## src/rtl/layer1_sched_pkg.sv

```systemverilog
// Shared geometry constants, FSM encoding and pool-tag rule for the first-layer sequencer.
package layer1_sched_pkg;

   localparam int IMG    = 32;             // frame width and height
   localparam int K      = 5;              // conv kernel size
   localparam int NCH    = 6;              // channel engines
   localparam int POOL   = 2;              // max-pool window size
   localparam int CONV_W = IMG - K + 1;    // 28
   localparam int POOL_W = CONV_W / POOL;  // 14

   typedef enum logic [1:0] {
      S_IDLE   = 2'd0,
      S_STREAM = 2'd1,
      S_DRAIN  = 2'd2,
      S_DONE   = 2'd3
   } state_t;

   // A pixel closes a pool window when it is the bottom-right corner of a
   // 2x2 block of valid conv outputs (odd offset from the first conv output).
   function automatic logic is_tag(input int r, input int c, input int k);
      return (r >= k - 1) && (c >= k - 1) &&
             (((r - k + 1) % 2) == 1) && (((c - k + 1) % 2) == 1);
   endfunction

endpackage

```

## src/rtl/layer1_out_ser.sv

```systemverilog
// Hold register for one pooled group plus the group-to-single-stream serializer.
module layer1_out_ser #(
   parameter int OP = 8,
   parameter int NW = 6
) (
   input  logic                 clk,
   input  logic                 rst_n,
   input  logic                 i_cap,
   input  logic [NW*(OP+1)-1:0] i_data,
   input  logic                 i_ready,
   output logic                 o_valid,
   output logic [OP:0]          o_data,
   output logic [2:0]           o_ch,
   output logic                 o_empty,
   output logic                 o_grp_end
);

   logic [NW-1:0][OP:0] r_hold;
   logic [2:0]          r_idx;
   logic [2:0]          r_cnt;
   logic                w_fire;

   assign o_valid   = (r_cnt != 3'd0);
   assign o_empty   = !o_valid;
   assign w_fire    = o_valid && i_ready;
   assign o_grp_end = w_fire && (r_cnt == 3'd1);
   assign o_data    = o_valid ? r_hold[r_idx] : '0;
   assign o_ch      = r_idx;

   // Load a whole group on capture, then step through it one beat per handshake.
   always_ff @(posedge clk or negedge rst_n) begin
      if (!rst_n) begin
         r_hold <= '0;
         r_idx  <= '0;
         r_cnt  <= '0;
      end else if (i_cap) begin
         r_hold <= i_data;
         r_idx  <= '0;
         r_cnt  <= 3'(NW);
      end else if (w_fire) begin
         r_cnt <= r_cnt - 3'd1;
         r_idx <= (r_cnt == 3'd1) ? 3'd0 : r_idx + 3'd1;
      end
   end

endmodule

```

## src/rtl/layer1_sched.sv

```systemverilog
// Frame sequencer: feeds pixels to the channel engines, tracks pool-window
// positions through the engine latency and serializes the pooled results.
module layer1_sched #(
   parameter int PP  = 8,
   parameter int OP  = 8,
   parameter int IMG = layer1_sched_pkg::IMG,
   parameter int K   = layer1_sched_pkg::K,
   parameter int NCH = layer1_sched_pkg::NCH,
   parameter int LAT = 3
) (
   input  logic                  clk,
   input  logic                  reset,
   input  logic                  start,
   input  logic [PP:0]           in_pxl,
   input  logic                  in_valid,
   output logic                  in_ready,
   output logic [PP:0]           eng_pxl,
   output logic                  eng_en,
   input  logic [NCH*(OP+1)-1:0] eng_result,
   output logic [OP:0]           out_data,
   output logic [2:0]            out_ch,
   output logic                  out_valid,
   input  logic                  out_ready,
   output logic                  out_last,
   output logic                  busy,
   output logic                  done
);

   typedef layer1_sched_pkg::state_t state_t;

   localparam int CW   = $clog2(IMG);
   localparam int PW   = (IMG - K + 1) / layer1_sched_pkg::POOL;
   localparam int NGRP = PW * PW;
   localparam int GW   = $clog2(NGRP + 1);
   localparam int DW   = $clog2(LAT + 1);

   state_t         r_state, w_next;
   logic [CW-1:0]  r_row, r_col;
   logic [DW-1:0]  r_drain;
   logic [GW-1:0]  r_grp;
   logic [LAT-1:0] r_tag;

   logic w_tag_out, w_stall, w_cap, w_en, w_in_ready, w_tag_in, w_last_px;
   logic w_empty, w_valid, w_grp_end;
   logic [2:0] w_ch;

   // tag_out high means eng_result currently holds a finished pool window
   assign w_tag_out = r_tag[LAT-1];
   assign w_stall   = w_tag_out && !w_empty;
   assign w_cap     = w_tag_out && w_empty;
   assign w_last_px = (r_row == CW'(IMG - 1)) && (r_col == CW'(IMG - 1));

   // State register
   always_ff @(posedge clk or negedge reset) begin
      if (!reset) r_state <= layer1_sched_pkg::S_IDLE;
      else        r_state <= w_next;
   end

   // Next state, handshake and engine enable
   always_comb begin
      w_next     = r_state;
      w_in_ready = 1'b0;
      w_en       = 1'b0;
      w_tag_in   = 1'b0;
      case (r_state)
         layer1_sched_pkg::S_IDLE: begin
            if (start) w_next = layer1_sched_pkg::S_STREAM;
         end
         layer1_sched_pkg::S_STREAM: begin
            w_in_ready = !w_stall;
            w_en       = in_valid && !w_stall;
            w_tag_in   = layer1_sched_pkg::is_tag(int'(r_row), int'(r_col), K);
            if (w_en && w_last_px) w_next = layer1_sched_pkg::S_DRAIN;
         end
         layer1_sched_pkg::S_DRAIN: begin
            // flush the engine pipeline with zero pixels, then let the hold empty
            if (r_drain != DW'(LAT)) w_en = !w_stall;
            else if (w_empty)        w_next = layer1_sched_pkg::S_DONE;
         end
         layer1_sched_pkg::S_DONE: w_next = layer1_sched_pkg::S_IDLE;
         default:                  w_next = layer1_sched_pkg::S_IDLE;
      endcase
   end

   // Raster position in STREAM, flush count in DRAIN
   always_ff @(posedge clk or negedge reset) begin
      if (!reset) begin
         r_row   <= '0;
         r_col   <= '0;
         r_drain <= '0;
      end else if (r_state == layer1_sched_pkg::S_IDLE) begin
         r_row   <= '0;
         r_col   <= '0;
         r_drain <= '0;
      end else if (w_en) begin
         if (r_state == layer1_sched_pkg::S_STREAM) begin
            if (r_col == CW'(IMG - 1)) begin
               r_col <= '0;
               r_row <= r_row + 1'b1;
            end else begin
               r_col <= r_col + 1'b1;
            end
         end else begin
            r_drain <= r_drain + 1'b1;
         end
      end
   end

   // Tag delay line tracks the engine pipeline; a capture without an engine
   // step retires the last stage so the same result is not taken twice.
   always_ff @(posedge clk or negedge reset) begin
      if (!reset)     r_tag <= '0;
      else if (w_en)  r_tag <= {r_tag[LAT-2:0], w_tag_in};
      else if (w_cap) r_tag[LAT-1] <= 1'b0;
   end

   // Index of the group being serialized; advances when a group finishes
   always_ff @(posedge clk or negedge reset) begin
      if (!reset)                                  r_grp <= '0;
      else if (r_state == layer1_sched_pkg::S_IDLE) r_grp <= '0;
      else if (w_grp_end)                          r_grp <= r_grp + 1'b1;
   end

   layer1_out_ser #(.OP(OP), .NW(NCH)) u_ser (
      .clk       (clk),
      .rst_n     (reset),
      .i_cap     (w_cap),
      .i_data    (eng_result),
      .i_ready   (out_ready),
      .o_valid   (w_valid),
      .o_data    (out_data),
      .o_ch      (w_ch),
      .o_empty   (w_empty),
      .o_grp_end (w_grp_end)
   );

   assign in_ready  = w_in_ready;
   assign eng_en    = w_en;
   assign eng_pxl   = (w_en && r_state == layer1_sched_pkg::S_STREAM) ? in_pxl : '0;
   assign out_valid = w_valid;
   assign out_ch    = w_ch;
   assign out_last  = w_valid && (r_grp == GW'(NGRP - 1)) && (w_ch == 3'(NCH - 1));
   assign busy      = (r_state != layer1_sched_pkg::S_IDLE);
   assign done      = (r_state == layer1_sched_pkg::S_DONE);

endmodule

```

## config.mk

```make
export PLATFORM = sky130hd
export DESIGN_NAME = layer1_sched
export DESIGN_NICKNAME = d
export VERILOG_FILES = /design/src/rtl/layer1_sched_pkg.sv /design/src/rtl/layer1_out_ser.sv /design/src/rtl/layer1_sched.sv
export SDC_FILE = /design/constraint.sdc
export NUM_CORES = 1
export LEC_CHECK = 0
export CAP_MARGIN = 20
export CORE_MARGIN = 1.5
export CORE_UTILIZATION = 40
export DETAILED_ROUTE_END_ITERATION = 12
export HOLD_SLACK_MARGIN = 0.05
export PLACE_DENSITY = 0.63
export SLEW_MARGIN = 20
export SYNTH_ARGS = -nofsm -noshare
export SYNTH_HDL_FRONTEND = slang
export SYNTH_SLANG_ARGS = --single-unit
```

## constraint.sdc

```tcl
create_clock -name clk -period 4.05 [get_ports clk]
set_clock_uncertainty 0.05 [all_clocks]
set_input_delay 0.6075 -clock clk [delete_from_list [all_inputs] [get_ports clk]]
set_output_delay 0.6075 -clock clk [all_outputs]
set_load 0.02 [all_outputs]
```

==> results of run 1 <==
-- cells by family after synthesis --
kind of cell    share of synthesized area, %
flops                                   48.9
xor+xnor                                1.61
compound gates                          6.74
simple gates                            10.6
mux                                     23.5
fa+ha+maj                               5.18
buf+inv                                 3.45
-- synth_stat cells (all sizes together) (5+ instances only) --
library cell  instances
clkbuf                5
nand3                 8
and3                 12
nor3                  6
o31ai                 6
o21ai                 7
a22oi                 9
ha                   18
mux2                 70
nand2                15
nor2                 25
dfrtp                85
mux4                  9
nand4                 5
a21oi                 7
inv                  13
buf                  13
-- sequential cells by signal, indices dropped and copies added (netlist names) --
signal and flops:
r_tag 3, r_drain 2, r_state 2, u_ser.r_cnt 3, r_grp 8, r_row 5, r_col 5, u_ser.o_ch 3
u_ser.r_hold 54
-- layer usage --
layer  part of all wire (%)  vias up
met5                      0        -
met4                    1.4        0
met3                    3.6        9
met2                     49       60
met1                     46     1553
li1                       -     1460
-- worst paths after layout --
check,start,end,cells after the start
min in group clk,u_ser.r_hold[49]$_DFFE_PN0P_,u_ser.r_hold[49]$_DFFE_PN0P_,1
hold / removal,reset,u_ser.r_hold[4]$_DFFE_PN0P_,1
max in group asynchronous,reset,u_ser.r_hold[10]$_DFFE_PN0P_,1
hold reg to reg,u_ser.r_hold[49]$_DFFE_PN0P_,u_ser.r_hold[49]$_DFFE_PN0P_,1
setup reg to reg,u_ser.r_cnt[0]$_DFFE_PN0P_,u_ser.r_hold[7]$_DFFE_PN0P_,7
setup / recovery,u_ser.o_ch[1]$_DFFE_PN0P_,out_data[6],4
-- critical path: stages (launching register included) --
cell and delay, ns:
dfrtp_1 0.62, nor2_1 0.75, a22oi_1 0.14, nor2_1 0.18
clkdlybuf4s50_1 0.63
-- layout make-up --
cell class / count / area, um2 / share of cell area [%]
Sequential cell: 85 / 2130 / 37.9
Multi-Input combinational cell: 234 / 2070 / 36.9
Timing Repair Buffer: 99 / 992 / 17.7
Tap cell: 136 / 170 / 3.03
Clock buffer: 11 / 141 / 2.52
Inverter: 15 / 56.3 / 1.00
Clock inverter: 4 / 48.8 / 0.870
-- stage by stage --
stage               hold WS (ns)  worst slack (ns)  util (%)  cells
floorplan                  0.262              1.68         -    352
global placement           0.433             0.960      52.0    569
detailed placement         0.437             0.903      52.0    569
CTS                        0.436             0.699      53.8    584
global route               0.317             0.482      53.8    584
finish                     0.241             0.730      53.8    584
-- power groups by stage --
stage | combinational (mW) | clock [mW] | sequential, mW
after floorplan | 1.02 | 0 | 1.37
after global placement | 1.48 | 0 | 1.43
after detailed placement | 1.51 | 0 | 1.45
after CTS | 1.52 | 0.614 | 1.44
after global routing | 1.63 | 0.652 | 1.48
final | 1.50 | 0.592 | 1.43
==> out/metrics.cfg, run 1 <==
[sta]
tightest_slew_ns = 0.823
setup_viol = 0
max_freq_mhz = 301
min_period_ns = 3.32
post-route-period-util_pct = 82.0
rsz0062_at_grt = false
setup_tns_ns = 0
maxSlewHeadroom_pct = 44.9
hold_violations = 0
slew_viol_final = 0

[synth]
async_reset_ff_share_pct = 100
syn_area_um2 = 4350
syn_inst = 352
yosys_warnings = 0
synthTopCellsByArea = dfrtp_1, mux2_2, ha_1
netlist.area_leader.share_pct = 48.9
synth_seq_cells = 85
avgSynthCellArea_um2 = 12.3
syn_nets = 438
yosys.area.top_type = dfrtp_1
synth_cell_types = 49
ys_seq_area_share_pct = 48.9
ys.flop_type = dfrtp_1
synth_edf_count = 0

[pwr]
swShare_pct = 33.1
comb_power_share_pct = 42.5
p_leak_nw = 2.39
ir_drop_v = 0.000360
p_int_mw = 2.36
p_per_area_nw_per_um2 = 629
p_seq_share_pct = 40.7
clkPwrFrac_pct = 16.8
power.switching_mw = 1.17
p_total_mw = 3.53

[drt]
drc = 0
postRouteAntennaNets = 0
routedWlPerCell_um = 15.9
routed_via_density = 5.28
dr_total_vias = 3082
drt_first_pass_iters = 4
drtIter0Drc = 120
routed_wl_um = 9310

[worst_setup_path]
arrival_ns = 2.66
endpoint_kind = output pin
worstPathMaxFanout = 14
start_kind = register
cp.required_ns = 3.39
worstSetupPathType = register to output pin
rrSetupSlack_ns = 1.42

[cells_and_area]
nets = 530
layout_commonest_cell = clkdlybuf4s50_1
mostFrequentLayoutCells = clkdlybuf4s50_1, dfrtp_1, mux2_2
drive_gt1_share_pct = 23.9
fin_area_um2 = 5610
fillCellCount = 930
syn2layout_area_growth_pct = 29.0
antenna_cells = 0

[status]
outcome = finished, final reports clean

[placed_design]
place_congestion = 0.744
hpwl_um = 6480
place_area_um2 = 5410
port_buffers = 94

[die]
coreArea_um2 = 10400
dieArea_um2 = 11500
die_y_um = 107
rows = 37
die_w_um = 107
top_level_ports = 95
initial_utilization_pct = 41.7

[grt]
grt.busiest_layer = met2
antenna_found_initial = 0
first_global_vias = 3073
grt-ovfl-total = 0
met3_usage_pct = 2.92
gr-usage-met2_pct = 27.8
grt.total_usage_pct = 17.2
grt_max_degree = 86
grt_pass1_wl_um = 15400
grt_use_met1_pct = 23.4

[cts]
cts-resized-gates = 0
clockRootBuffer = clkbuf_8
post_cts_buffers = 0
cts-buffers-inserted = 9
cts_num_sinks = 85
clock_path_buffers = 2
insertion_delay_ns = 0.34
cts_htree_levels = 3
cts_tree = built
clkTransAtPathRegs_ns = 0.09
holdBufCountCts = 0

[hold_path]
hold_path.class = input port to async pin

[flow_run]
maxCapViolCount = 0

No activity file was read; power rests on OpenSTA's default activity.
==> inputs of run 2 (changes only) <==
--- a/config.mk
+++ b/config.mk
@@ -10,7 +10,7 @@
 export CORE_UTILIZATION = 40
 export DETAILED_ROUTE_END_ITERATION = 12
 export HOLD_SLACK_MARGIN = 0.05
-export PLACE_DENSITY = 0.63
+export PLACE_DENSITY = 0.65
 export SLEW_MARGIN = 20
 export SYNTH_ARGS = -nofsm -noshare
 export SYNTH_HDL_FRONTEND = slang
==> constraint.sdc (replaced) <==
create_clock -name clk -period 3 [get_ports clk]
set_clock_uncertainty 0.05 [all_clocks]
set_input_delay 0.45 -clock clk [delete_from_list [all_inputs] [get_ports clk]]
set_output_delay 0.45 -clock clk [all_outputs]
set_load 0.02 [all_outputs]
==> out/metrics.cfg, run 2 (synthesized netlist as in run 1, its figures left out) <==
[status]
outcome = finished, final reports clean  ; unchanged

[placed_design]
port_buffers = 94  ; unchanged
place_congestion = 0.748  ; was 0.744
hpwl_um = 6780  ; was 6480 um
place_area_um2 = 5460  ; was 5410 um2

[cts]
cts_num_sinks = 85  ; unchanged
clkTransAtPathRegs_ns = 0.08  ; was 0.09 ns
cts-buffers-inserted = 9  ; unchanged
cts_htree_levels = 3  ; unchanged
clockRootBuffer = clkbuf_8  ; unchanged
clock_path_buffers = 2  ; unchanged
cts_tree = built  ; unchanged
insertion_delay_ns = 0.34  ; about the same

[die]
initial_utilization_pct = 41.7  ; unchanged
die_y_um = 107  ; unchanged
coreArea_um2 = 10400  ; unchanged
rows = 37  ; unchanged
dieArea_um2 = 11500  ; unchanged
top_level_ports = 95  ; unchanged
die_w_um = 107  ; unchanged

[grt]
grt-ovfl-total = 0  ; unchanged
first_global_vias = 3224  ; was 3073
grt_pass1_wl_um = 15700  ; was 15400 um
antenna_found_initial = 0  ; unchanged
grt.total_usage_pct = 17.5  ; was 17.2%
grt_max_degree = 42  ; was 86

[drt]
drc = 0  ; unchanged
routed_wl_um = 9330  ; was 9310 um
drt_first_pass_iters = 4  ; unchanged
dr_total_vias = 3104  ; was 3082
routed_via_density = 5.22  ; was 5.28
postRouteAntennaNets = 0  ; unchanged
drtIter0Drc = 103  ; was 120
routedWlPerCell_um = 15.7  ; was 15.9 um

[cells_and_area]
syn2layout_area_growth_pct = 31.0  ; was 29.0%
top_register = u_ser.r_hold  ; unchanged
drive_gt1_share_pct = 26.1  ; was 23.9%
fillCellCount = 889  ; was 930
fin_util_pct = 54.7  ; was 53.8%
top_regs = u_ser.r_hold: 54 flops, r_grp: 8 flops  ; unchanged
layout_commonest_cell = clkdlybuf4s50_1  ; unchanged
largest_reg_flops = 54  ; unchanged
mostFrequentLayoutCells = clkdlybuf4s50_1, dfrtp_1, mux2_2  ; unchanged
fin_area_um2 = 5690  ; was 5610 um2
nets = 541  ; was 530
antenna_cells = 0  ; unchanged

[sta]
slew_viol_final = 0  ; unchanged
tightest_slew_ns = 0.651  ; was 0.823 ns
maxSlewHeadroom_pct = 56.6  ; was 44.9%
setup_viol = 0  ; unchanged
rsz0062_at_grt = false  ; unchanged
max_freq_mhz = 351
post-route-period-util_pct = 94.9
min_period_ns = 2.85
setup_tns_ns = 0  ; unchanged
hold_violations = 0  ; unchanged

[worst_setup_path]
start_kind = register  ; unchanged
rrSetupSlack_ns = 0.77  ; was 1.42 ns
arrival_ns = 2.35  ; was 2.66 ns
endpoint_kind = output pin  ; unchanged
cp.required_ns = 2.50  ; was 3.39 ns
worstPathMaxFanout = 14  ; unchanged
cpPeakStageDelay_ns = 0.77  ; was 0.75 ns
slowest_stage = dfrtp_1  ; was nor2_1
worstSetupPathType = register to output pin  ; unchanged
crit_chain = mux4_2 -> a22oi_1 -> nor2_1 -> clkdlybuf4s50_1  ; was nor2_1 -> a22oi_1 -> nor2_1 -> clkdlybuf4s50_1

[pwr]
p_per_area_nw_per_um2 = 842  ; was 629 nW/um2
ir_drop_v = 0.000427  ; was 0.000360 V
p_leak_nw = 2.45  ; was 2.39 nW

[hold_path]
hold_path.class = register to register  ; was input port to async pin

[flow_run]
maxCapViolCount = 0  ; unchanged

==> run 2: power breakdown <==
part           internal, mW  leakage (nW)  switching, mW  total [mW]
Combinational          1.20          1.34          0.878        2.08
Clock                 0.388        0.0923          0.422       0.809
Sequential             1.61          1.02          0.299        1.91
==> run 2: worst max-delay path: cells and delay by family, from the launching register on <==
| kind | cells | cell delay (ns) |
|---|---|---|
| flops | 1 | 0.77 |
| buf+inv | 1 | 0.54 |
| mux | 1 | 0.41 |
| compound gates | 1 | 0.20 |
| simple gates | 1 | 0.08 |
==> run 2: layout make-up <==
cell class	instances	area [um2]	area share [%]
clock buffer	9	124	2.18
sequential	85	2130	37.4
inverter	15	56.3	0.989
timing repair buffer	110	1060	18.7
clock inverter	6	71.3	1.25
tap	136	170	2.99
multi-input combinational	234	2080	36.5
==> run 2: routing by layer <==
layer,wire (um),global-route usage [%],vias to the layer above
li1,-,-,1479
met1,4300,23.1,1551
met2,4590,29.0,62
met3,311,2.92,12
met4,129,6.38,0
met5,0,0,-
==> run 2: worst paths after layout <==
path,start,endpoint,depth (start not counted)
max,u_ser.o_ch[1]$_DFFE_PN0P_,out_data[7],4
min,u_ser.r_hold[37]$_DFFE_PN0P_,u_ser.r_hold[37]$_DFFE_PN0P_,1
max reg2reg,u_ser.r_cnt[0]$_DFFE_PN0P_,u_ser.r_hold[30]$_DFFE_PN0P_,8
min reg2reg,u_ser.r_hold[37]$_DFFE_PN0P_,u_ser.r_hold[37]$_DFFE_PN0P_,1
max in group asynchronous,reset,u_ser.r_hold[46]$_DFFE_PN0P_,3
min in group asynchronous,reset,u_ser.r_hold[41]$_DFFE_PN0P_,2
==> run 2: what timing repair did <==
action	4_1_cts	5_1_grt
endpoints found under the hold margin	26	0
resized for setup	1	3
setup endpoints to repair	4	9
hold buffers	1	0
buffers inserted	0	2
==> run 2: stage by stage <==
step / hold WS, ns / cells / total power, mW / setup slack (ns)
after floorplan: 0.104 / 352 / 3.23 / 0.783
after global placement: 0.425 / 577 / 3.94 / 0.373
after detailed placement: 0.427 / 577 / 4.01 / 0.320
after CTS: 0.460 / 593 / 4.83 / 0.0441
after global routing: 0.476 / 595 / 5.14 / 0.0101
final: 0.457 / 595 / 4.80 / 0.152
